## config.mk

```make
export PLATFORM = sky130hd
export DESIGN_NAME = ibex_lbist_mc_ctrl
export DESIGN_NICKNAME = d
export VERILOG_FILES = /design/src/rtl/ibex_lbist_mc_ctrl.sv
export SDC_FILE = /design/constraint.sdc
export NUM_CORES = 1
export LEC_CHECK = 0
export CAP_MARGIN = 20
export CORE_ASPECT_RATIO = 2
export CORE_MARGIN = 1.5
export CORE_UTILIZATION = 50
export DETAILED_ROUTE_END_ITERATION = 6
export GPL_TIMING_DRIVEN = 0
export PLACE_DENSITY = 0.73
export SETUP_SLACK_MARGIN = 0.2
export SYNTH_ARGS = -nofsm -noshare
export SYNTH_HDL_FRONTEND = slang
export SYNTH_SLANG_ARGS = --single-unit
```

## constraint.sdc

```tcl
create_clock -name clk_i -period 11.4 [get_ports clk_i]
set_clock_uncertainty 0.2 [all_clocks]
set_input_delay 3.42 -clock clk_i [delete_from_list [all_inputs] [get_ports clk_i]]
set_output_delay 3.42 -clock clk_i [all_outputs]
set_load 0.005 [all_outputs]
```

## src/rtl/ibex_lbist_mc_ctrl.sv

```systemverilog
// ibex_lbist_mc_ctrl: round-robin multi-channel logic-BIST controller with LFSR patterns, per-channel MISRs and an APB register file
module ibex_lbist_mc_ctrl #(
  parameter int unsigned NumCh       = 2,
  parameter int unsigned Width       = 32,
  parameter int unsigned OpW         = 4,
  parameter logic [31:0] LfsrPoly    = 32'h80200003,
  parameter bit          AbortOnWake = 1'b1
) (
  input  logic                   clk_i,
  input  logic                   rst_ni,
  input  logic                   core_sleep_i,
  input  logic                   sim_fault_inject_i,
  input  logic [31:0]            paddr_i,
  input  logic                   psel_i,
  input  logic                   penable_i,
  input  logic                   pwrite_i,
  input  logic [31:0]            pwdata_i,
  output logic [31:0]            prdata_o,
  output logic                   pready_o,
  output logic                   pslverr_o,
  output logic                   bist_active_o,
  output logic [1:0]             bist_ch_o,
  output logic [Width-1:0]       bist_op_a_o,
  output logic [Width-1:0]       bist_op_b_o,
  output logic [OpW-1:0]         bist_opsel_o,
  input  logic [NumCh*Width-1:0] bist_resp_i,
  output logic                   bist_done_o,
  output logic                   bist_error_irq_o
);
  localparam logic [2:0] Nch = 3'(NumCh);
  typedef enum logic [2:0] {IDLE, SEED, RUN, CHECK, DONE} state_e;
  state_e state;
  logic [Width-1:0] lfsr, misr, seed, resp, poly, lfsr_rev, lfsr_nx, misr_nx;
  logic [Width-1:0] golden [4];
  logic [Width-1:0] sig [4];
  logic [15:0] pcnt, cnt;
  logic [1:0] ch, idx;
  logic [3:0] fail, fail_nx;
  logic [7:0] a;
  logic [31:0] rdata;
  logic en, irq_en, done, hw_run, sleep_q, irq;
  logic acc, busy, err, wr_ok, start, rise, abort, last_ch;
  logic is_ctrl, is_stat, is_pcnt, is_seed, is_gold, is_sig, mapped;
  logic unused_addr;
  assign unused_addr = ^paddr_i[31:8];
  assign poly = LfsrPoly[Width-1:0];
  assign resp = bist_resp_i[32'(ch)*Width +: Width];
  for (genvar i = 0; i < Width; i++) begin : g_rev
    assign lfsr_rev[i] = lfsr[Width-1-i];
  end
  assign lfsr_nx = {lfsr[Width-2:0], 1'b0} ^ (lfsr[Width-1] ? poly : '0);
  assign misr_nx = {misr[Width-2:0], 1'b0} ^ (misr[Width-1] ? poly : '0) ^ resp
                   ^ {{(Width-1){1'b0}}, sim_fault_inject_i};
  assign a       = paddr_i[7:0];
  assign idx     = a[3:2];
  assign acc     = psel_i & penable_i;
  assign busy    = state != IDLE;
  assign is_ctrl = a == 8'h00;
  assign is_stat = a == 8'h04;
  assign is_pcnt = a == 8'h08;
  assign is_seed = a == 8'h0C;
  assign is_gold = a[7:4] == 4'h2 && a[1:0] == 2'b00 && {1'b0, idx} < Nch;
  assign is_sig  = a[7:4] == 4'h3 && a[1:0] == 2'b00 && {1'b0, idx} < Nch;
  assign mapped  = is_ctrl | is_stat | is_pcnt | is_seed | is_gold | is_sig;
  assign err     = acc & (~mapped | (pwrite_i & busy & (is_ctrl | is_pcnt | is_seed | is_gold)));
  assign wr_ok   = acc & pwrite_i & ~err;
  assign start   = wr_ok & is_ctrl & pwdata_i[1];
  assign rise    = core_sleep_i & ~sleep_q;
  assign abort   = AbortOnWake & hw_run & busy & ~core_sleep_i;
  assign last_ch = {1'b0, ch} >= Nch - 3'd1;
  always_comb begin
    rdata = is_ctrl ? {29'b0, irq_en, 1'b0, en} :
            is_stat ? {20'b0, fail, 6'b0, done, busy} :
            is_pcnt ? {16'b0, pcnt} :
            is_seed ? 32'(seed) :
            is_gold ? 32'(golden[idx]) :
            is_sig  ? 32'(sig[idx]) : 32'b0;
  end
  always_comb begin
    fail_nx = fail & ~((wr_ok & is_stat) ? pwdata_i[11:8] : 4'b0);
    if (state == CHECK && !abort && misr != golden[ch]) fail_nx[ch] = 1'b1;
  end
  assign prdata_o         = (acc & ~err) ? rdata : 32'b0;
  assign pready_o         = 1'b1;
  assign pslverr_o        = err;
  assign bist_active_o    = busy;
  assign bist_ch_o        = busy ? ch : 2'b0;
  assign bist_op_a_o      = state == RUN ? lfsr : '0;
  assign bist_op_b_o      = state == RUN ? lfsr_rev : '0;
  assign bist_opsel_o     = state == RUN ? lfsr[OpW-1:0] : '0;
  assign bist_done_o      = state == DONE;
  assign bist_error_irq_o = irq;
  always_ff @(posedge clk_i or negedge rst_ni) begin
    if (!rst_ni) begin
      state   <= IDLE;
      lfsr    <= '0;
      misr    <= '0;
      seed    <= Width'(1);
      pcnt    <= 16'd256;
      cnt     <= '0;
      ch      <= '0;
      fail    <= '0;
      en      <= 1'b0;
      irq_en  <= 1'b0;
      done    <= 1'b0;
      hw_run  <= 1'b0;
      sleep_q <= 1'b0;
      irq     <= 1'b0;
      for (int i = 0; i < 4; i++) begin
        golden[i] <= '0;
        sig[i]    <= '0;
      end
    end else begin
      sleep_q <= core_sleep_i;
      fail    <= fail_nx;
      irq     <= irq_en & |fail_nx;
      if (wr_ok & is_ctrl) {irq_en, en} <= {pwdata_i[2], pwdata_i[0]};
      if (wr_ok & is_stat & pwdata_i[1]) done <= 1'b0;
      if (wr_ok & is_pcnt) pcnt <= pwdata_i[15:0];
      if (wr_ok & is_seed) seed <= pwdata_i[Width-1:0];
      if (wr_ok & is_gold) golden[idx] <= pwdata_i[Width-1:0];
      if (abort) state <= IDLE;
      else begin
        case (state)
          IDLE: if (start | (rise & en)) begin
            state  <= SEED;
            hw_run <= ~start;
            ch     <= '0;
          end
          SEED: begin
            lfsr  <= seed == '0 ? Width'(1) : seed;
            misr  <= '0;
            cnt   <= pcnt;
            state <= pcnt != 16'd0 ? RUN : CHECK;
          end
          RUN: begin
            lfsr <= lfsr_nx;
            misr <= misr_nx;
            cnt  <= cnt - 16'd1;
            if (cnt == 16'd1) state <= CHECK;
          end
          CHECK: begin
            sig[ch] <= misr;
            if (!last_ch) ch <= ch + 2'd1;
            state <= last_ch ? DONE : SEED;
          end
          DONE: begin
            done  <= 1'b1;
            state <= IDLE;
          end
          default: state <= IDLE;
        endcase
      end
    end
  end
endmodule

```

# After elaboration in Yosys (flattened, before gate mapping)
# Index checks and enable logic that the tools add are counted.
[classes]
n_bitwise = 44
muxes = 48
eq_ne = 15
n_lt_le_gt_ge = 8
shifts = 1
n_reduce_logical = 24
add_sub_neg = 2
[ops]
columns = ["op", "count"]
rows = [
  ["two-way mux 32 bit", 20],
  ["bitwise mux 128 bit", 2],
  ["binary-select mux 32 bit (select 2 bit)", 3],
  ["demux 32 bit (select 2 bit)", 2],
  ["one-hot mux 32 bit (2 select lines)", 2],
  ["bitwise XOR 32 bit", 3],
  ["variable part select 64 x 8 -> 32 bit", 1],
  ["logical NOT 32 bit", 1],
  ["!= test 32 bit", 1],
  ["one-hot mux 16 bit (2 select lines)", 1],
  ["bitwise XOR 32 x 1 -> 32 bit", 1],
  ["bitwise AND 1 bit", 19],
  ["== test 16 x 1 -> 1 bit, second input constant", 1],
  ["== test 8 x 4 -> 1 bit, second input constant", 2],
  ["nonzero test 16 bit", 1],
  ["subtractor 16 x 1 -> 16 bit, second input constant", 1],
  ["two-way mux 3 bit", 4],
  ["two-way mux 4 bit", 3],
  ["one-hot mux 3 bit (4 select lines)", 1],
  ["bitwise OR 1 bit", 10],
  ["logical AND 1 bit", 9],
  ["== test 4 x 2 -> 1 bit, second input constant", 2],
  ["== test 8 x 3 -> 1 bit, second input constant", 1],
  ["logical NOT 8 bit", 1],
  ["other kinds (30)", 50],
]
[word_totals]
out_inout_bits = 107
register_bits = 399
elab_cells = 164

# Depth between registers and ports, before layout
[depth]
depth_word = 19
mapped_depth = 10
ltp_nobuf = 8

# Least setup slack after synthesis
# OpenSTA, ideal clock, no wires.
[synth_path]
path_kind = "input port to output port"
from = "in paddr_i[2]"
to = "out prdata_o[3]"
n_path_buf = 2
path_slack_ns = 2.753
arrival_time_ns = 5.027
cell_stages = 6
cell_sequence = "buf_4 -> buf_2 -> mux4_2 -> mux2_2 -> a222oi_1 -> nor2_1"
[synth_between]
elab_chain_len = 12
[synth_lines]
columns = ["element", "line_no", "rtl"]
rows = [
  ["from (decl)", "13", "input logic [31:0] paddr_i,"],
  ["== test 8 x 3 -> 1 bit / logical NOT 8 bit (equally long branches)", "59, 58", ""],
  ["bitwise OR 1 bit (5 in a row)", "64", "assign mapped = is_ctrl | is_stat | is_pcnt | is_seed | is_gold | is_sig;"],
  ["inverter 1 bit", "65", "assign err = acc & (~mapped | (pwrite_i & busy & (is_ctrl | is_pcnt | is_seed | is_gold)));"],
  ["bitwise OR 1 bit", "65", ""],
  ["bitwise AND 1 bit", "65", ""],
  ["inverter 1 bit", "83", "assign prdata_o = (acc & ~err) ? rdata : 32'b0;"],
  ["bitwise AND 1 bit", "83", ""],
  ["two-way mux 32 bit *", "83", ""],
  ["to (decl)", "18", "output logic [31:0] prdata_o,"],
]
# Every way passes the cells marked *; elsewhere a longest branch is shown, timed or not. The select of a mux whose other input is x is not followed.

# Worst setup path in the final report
[layout_path]
from = "in paddr_i[3]"
to = "out prdata_o[26]"
# The elaborated chain is that of the path after synthesis.

==> metrics <==
Synth area leaders=dfrtp_1 49%, mux2_2 14%, mux4_2 10%, mux2i_1 3.1%, clkbuf_1 2.7%; total wire length=60.9 mm; largest net degree at the start of global routing=131; maximum operating frequency=92.9 MHz; number of buffers inserted during clock tree synthesis=36; Via density=5.84; post-CTS resize count=0; placeable core area=0.0402 mm2; met1 WL=21.4 mm; sort of element at the start of the critical path=primary input; library cell with the largest summed area after synthesis=dfrtp_1; All-Layer GR Usage=0.297; Synth Area in Simple Gates=0.0794; total of fill cells in the finished design=3257; capture instance of the worst register-to-register path=sig[111]; required time of the critical path=7.78 ns; post-layout instance area=0.0245 mm2; clock-pin slew on the worst setup and hold paths=0.06 ns; PortBufs=215; final core utilization=0.610; share of the synthesized area in the top cell type=0.488; total leakage power=10.6 nW; reg-to-reg slack, setup=7.06 ns; Power Total=3.36 mW; result of the run=complete, no violations; half-perimeter wire length after placement=47.0 mm; worst min path class=flip-flop to flip-flop; Routed met3 length=2.54 mm; proportion of register bits with asynchronous set or reset after synthesis=1.00; compound-cell area share of the yosys netlist=0.0643; GPL Wtd Cong=0.915; cell count of the worst hold path=1; clock tree root driver cell=clkbuf_16; final critical delay including setup and external delays=10.76 ns; Sum Neg Setup Slack=0 ns; average detailed-routed wire length per instance=24.4 um; TritonCTS clock tree=built; number of antenna violations at the first check in global routing=0; portion of netlist area occupied by mux cells=0.275; setup repair after global routing missed its margin=no; post-placement cell area=0.0233 mm2; routed wl met2=32.1 mm; remaining antenna violation count=0; synthesized instance count=1686; Post-synth top flop=dfrtp_1; Remaining DRCs=0; nets@finish=2083; number of flip-flops and latches in the synthesized netlist=399; fraction of final layout cells sized beyond drive strength 1=0.250; Top-Level Pins=242; worst reg-to-reg path cell count=9; distinct cell type count of the synthesized netlist=68; DR pass1 iterations=7; wire length of the first global-routing pass=93.5 mm; Die Span X=146 um; area of the mapped netlist=0.0204 mm2; share of the yosys chip area belonging to registers=0.491; Power per Cell Area=137 mW/mm2; signal arrival time at the worst endpoint=7.14 ns; transition at the pin with the smallest max-transition slack=1.04 ns; initial standard-cell utilization of the core=0.506; Warnings, synthesis=0; xor and xnor area share after synthesis=0.0306; CTS Sinks=399; antenna diode count=0; Longest Clk Path Bufs=3; number of hold-slack violations in the final timing report=0; synthesized net count=1827; DR top layer=met4; endpoint type of the worst setup path=primary output; max-slew violations=0; worst setup path class=primary input to primary output; Initial DRC Count=975; adder and majority gate portion of the synthesized area=0.00369; critical register-to-register path startpoint=ch[1]; Synth-to-Final Area Change=20.6%; share of the clock period used by the worst path after layout=0.944; Die Height=288 um; sequential cell area=0.00999 mm2; final-report setup violation count=0; largest family of logic cells by synthesized area=multiplexers; total via count in the routed design=14585; multi-input gate area in the final layout=0.00923 mm2; residual overflow from global routing=0; number of buffers added to fix hold violations after cts=0; post-synthesis average cell area=12.1 um2; hold wc startpoint=golden[23]; vias in the first global route=15671; num rows=104; Post-Route Hold Slack=0.273 ns; Max Cap Violations=0; number of synthesized flops with an enable pin=0; H-tree levels=2; Max-slew headroom=0.309; insertion delay to the later sink of the worst-skew pair=0.55 ns; number of buffers added for setup after CTS=0; hold path endpoint=golden[23]; peak fanout along the critical path=10; floorplan die area=0.0420 mm2; commonest non-fill, non-tap cells in the layout=397 x dfrtp_1, 250 x mux2_2, 214 x clkdlybuf4s50_1; peak supply drop=0.000110 V; most common cell after layout, fill and taps aside=dfrtp_1
[power by group]
group	total (mW)	internal (mW)	switching [mW]
clock network	1.34	0.772	0.568
logic	0.534	0.190	0.344
registers	1.49	1.47	0.0148
total	3.36	2.44	0.927
[registers in the layout, indices dropped and copies added, names as in the netlist, 2 cells and up]
name	count
sig	128
golden	128
ch	2
state	3
fail	4
lfsr	32
cnt	16
pcnt	16
seed	32
misr	32
[final cells by class]
type,count,area share
clock inverter,17,0.0109
buffer,232,0.0445
clock buffer,47,0.0414
sequential,399,0.407
timing repair buffer,218,0.0913
multi-input combinational,1044,0.376
tap,530,0.0270
inverter,11,0.00168
[critical path, cell delays in order]
cell	delay, ns
clkdlybuf4s50_1	0.61
clkbuf_1	0.58
clkbuf_1	0.66
buf_2	0.46
mux4_2	0.39
mux2i_1	0.22
nor2_1	0.08
a21oi_1	0.15
nor2_1	0.06
clkdlybuf4s50_1	0.48
[layer usage]
metal	global-route usage	vias up
met5	0	-
met4	0.208	0
met3	0.0335	197
met2	0.535	514
met1	0.327	7417
li1	-	6457
[cell usage after synthesis (4+ instances only)]
library cell and n:
a21oi_1 70, a222oi_1 9, a22oi_1 12, a31o_1 4, and2_1 33, and3_1 4, buf_1 14, buf_2 23
buf_4 47, clkbuf_1 145, dfrtp_1 397, ha_1 6, inv_1 10, mux2_2 250, mux2i_1 64, mux4_2 94
nand2_1 107, nand3_1 9, nand4_1 12, nor2_1 108, nor2b_1 8, nor3_1 13, nor3b_1 6, nor4_1 16
o21ai_0 90, o22a_1 5, o41a_1 4, xnor2_1 61, xor2_1 10
[cell families (layout without fill, tap and decap cells)]
kind of cell               Yosys count  in the layout
and+or+nand+nor                    338            338
other                                1              1
AOI/OAI and AO/OA                  217            217
adders and majority gates            6              6
muxes                              411            411
xor gates and xnor gates            71             71
buffers and inverters              243            525
DFF                                399            399
[worst max path at each step]
stage | cells after the start | from | slack, ns | endpoint
6_report | 10 | paddr_i[3] | 0.64 | prdata_o[26]
5_1_grt | 10 | paddr_i[3] | 0.53 | prdata_o[27]
4_1_cts | 10 | paddr_i[3] | 0.66 | prdata_o[26]
3_5_place_dp | 10 | paddr_i[3] | 0.67 | prdata_o[26]
3_3_place_gp | 1 | rst_ni | -9.97 | lfsr[28]
2_1_floorplan | 6 | paddr_i[2] | 2.75 | prdata_o[3]
[metrics by stage]
step                setup slack (ns)  std cells
finish                         0.641       2498
detailed placement             0.669       2434
floorplan                       2.75       1686
global placement               -9.97       2431
CTS                            0.665       2498
global route                   0.533       2498
Power figures use the tool's default switching activity.
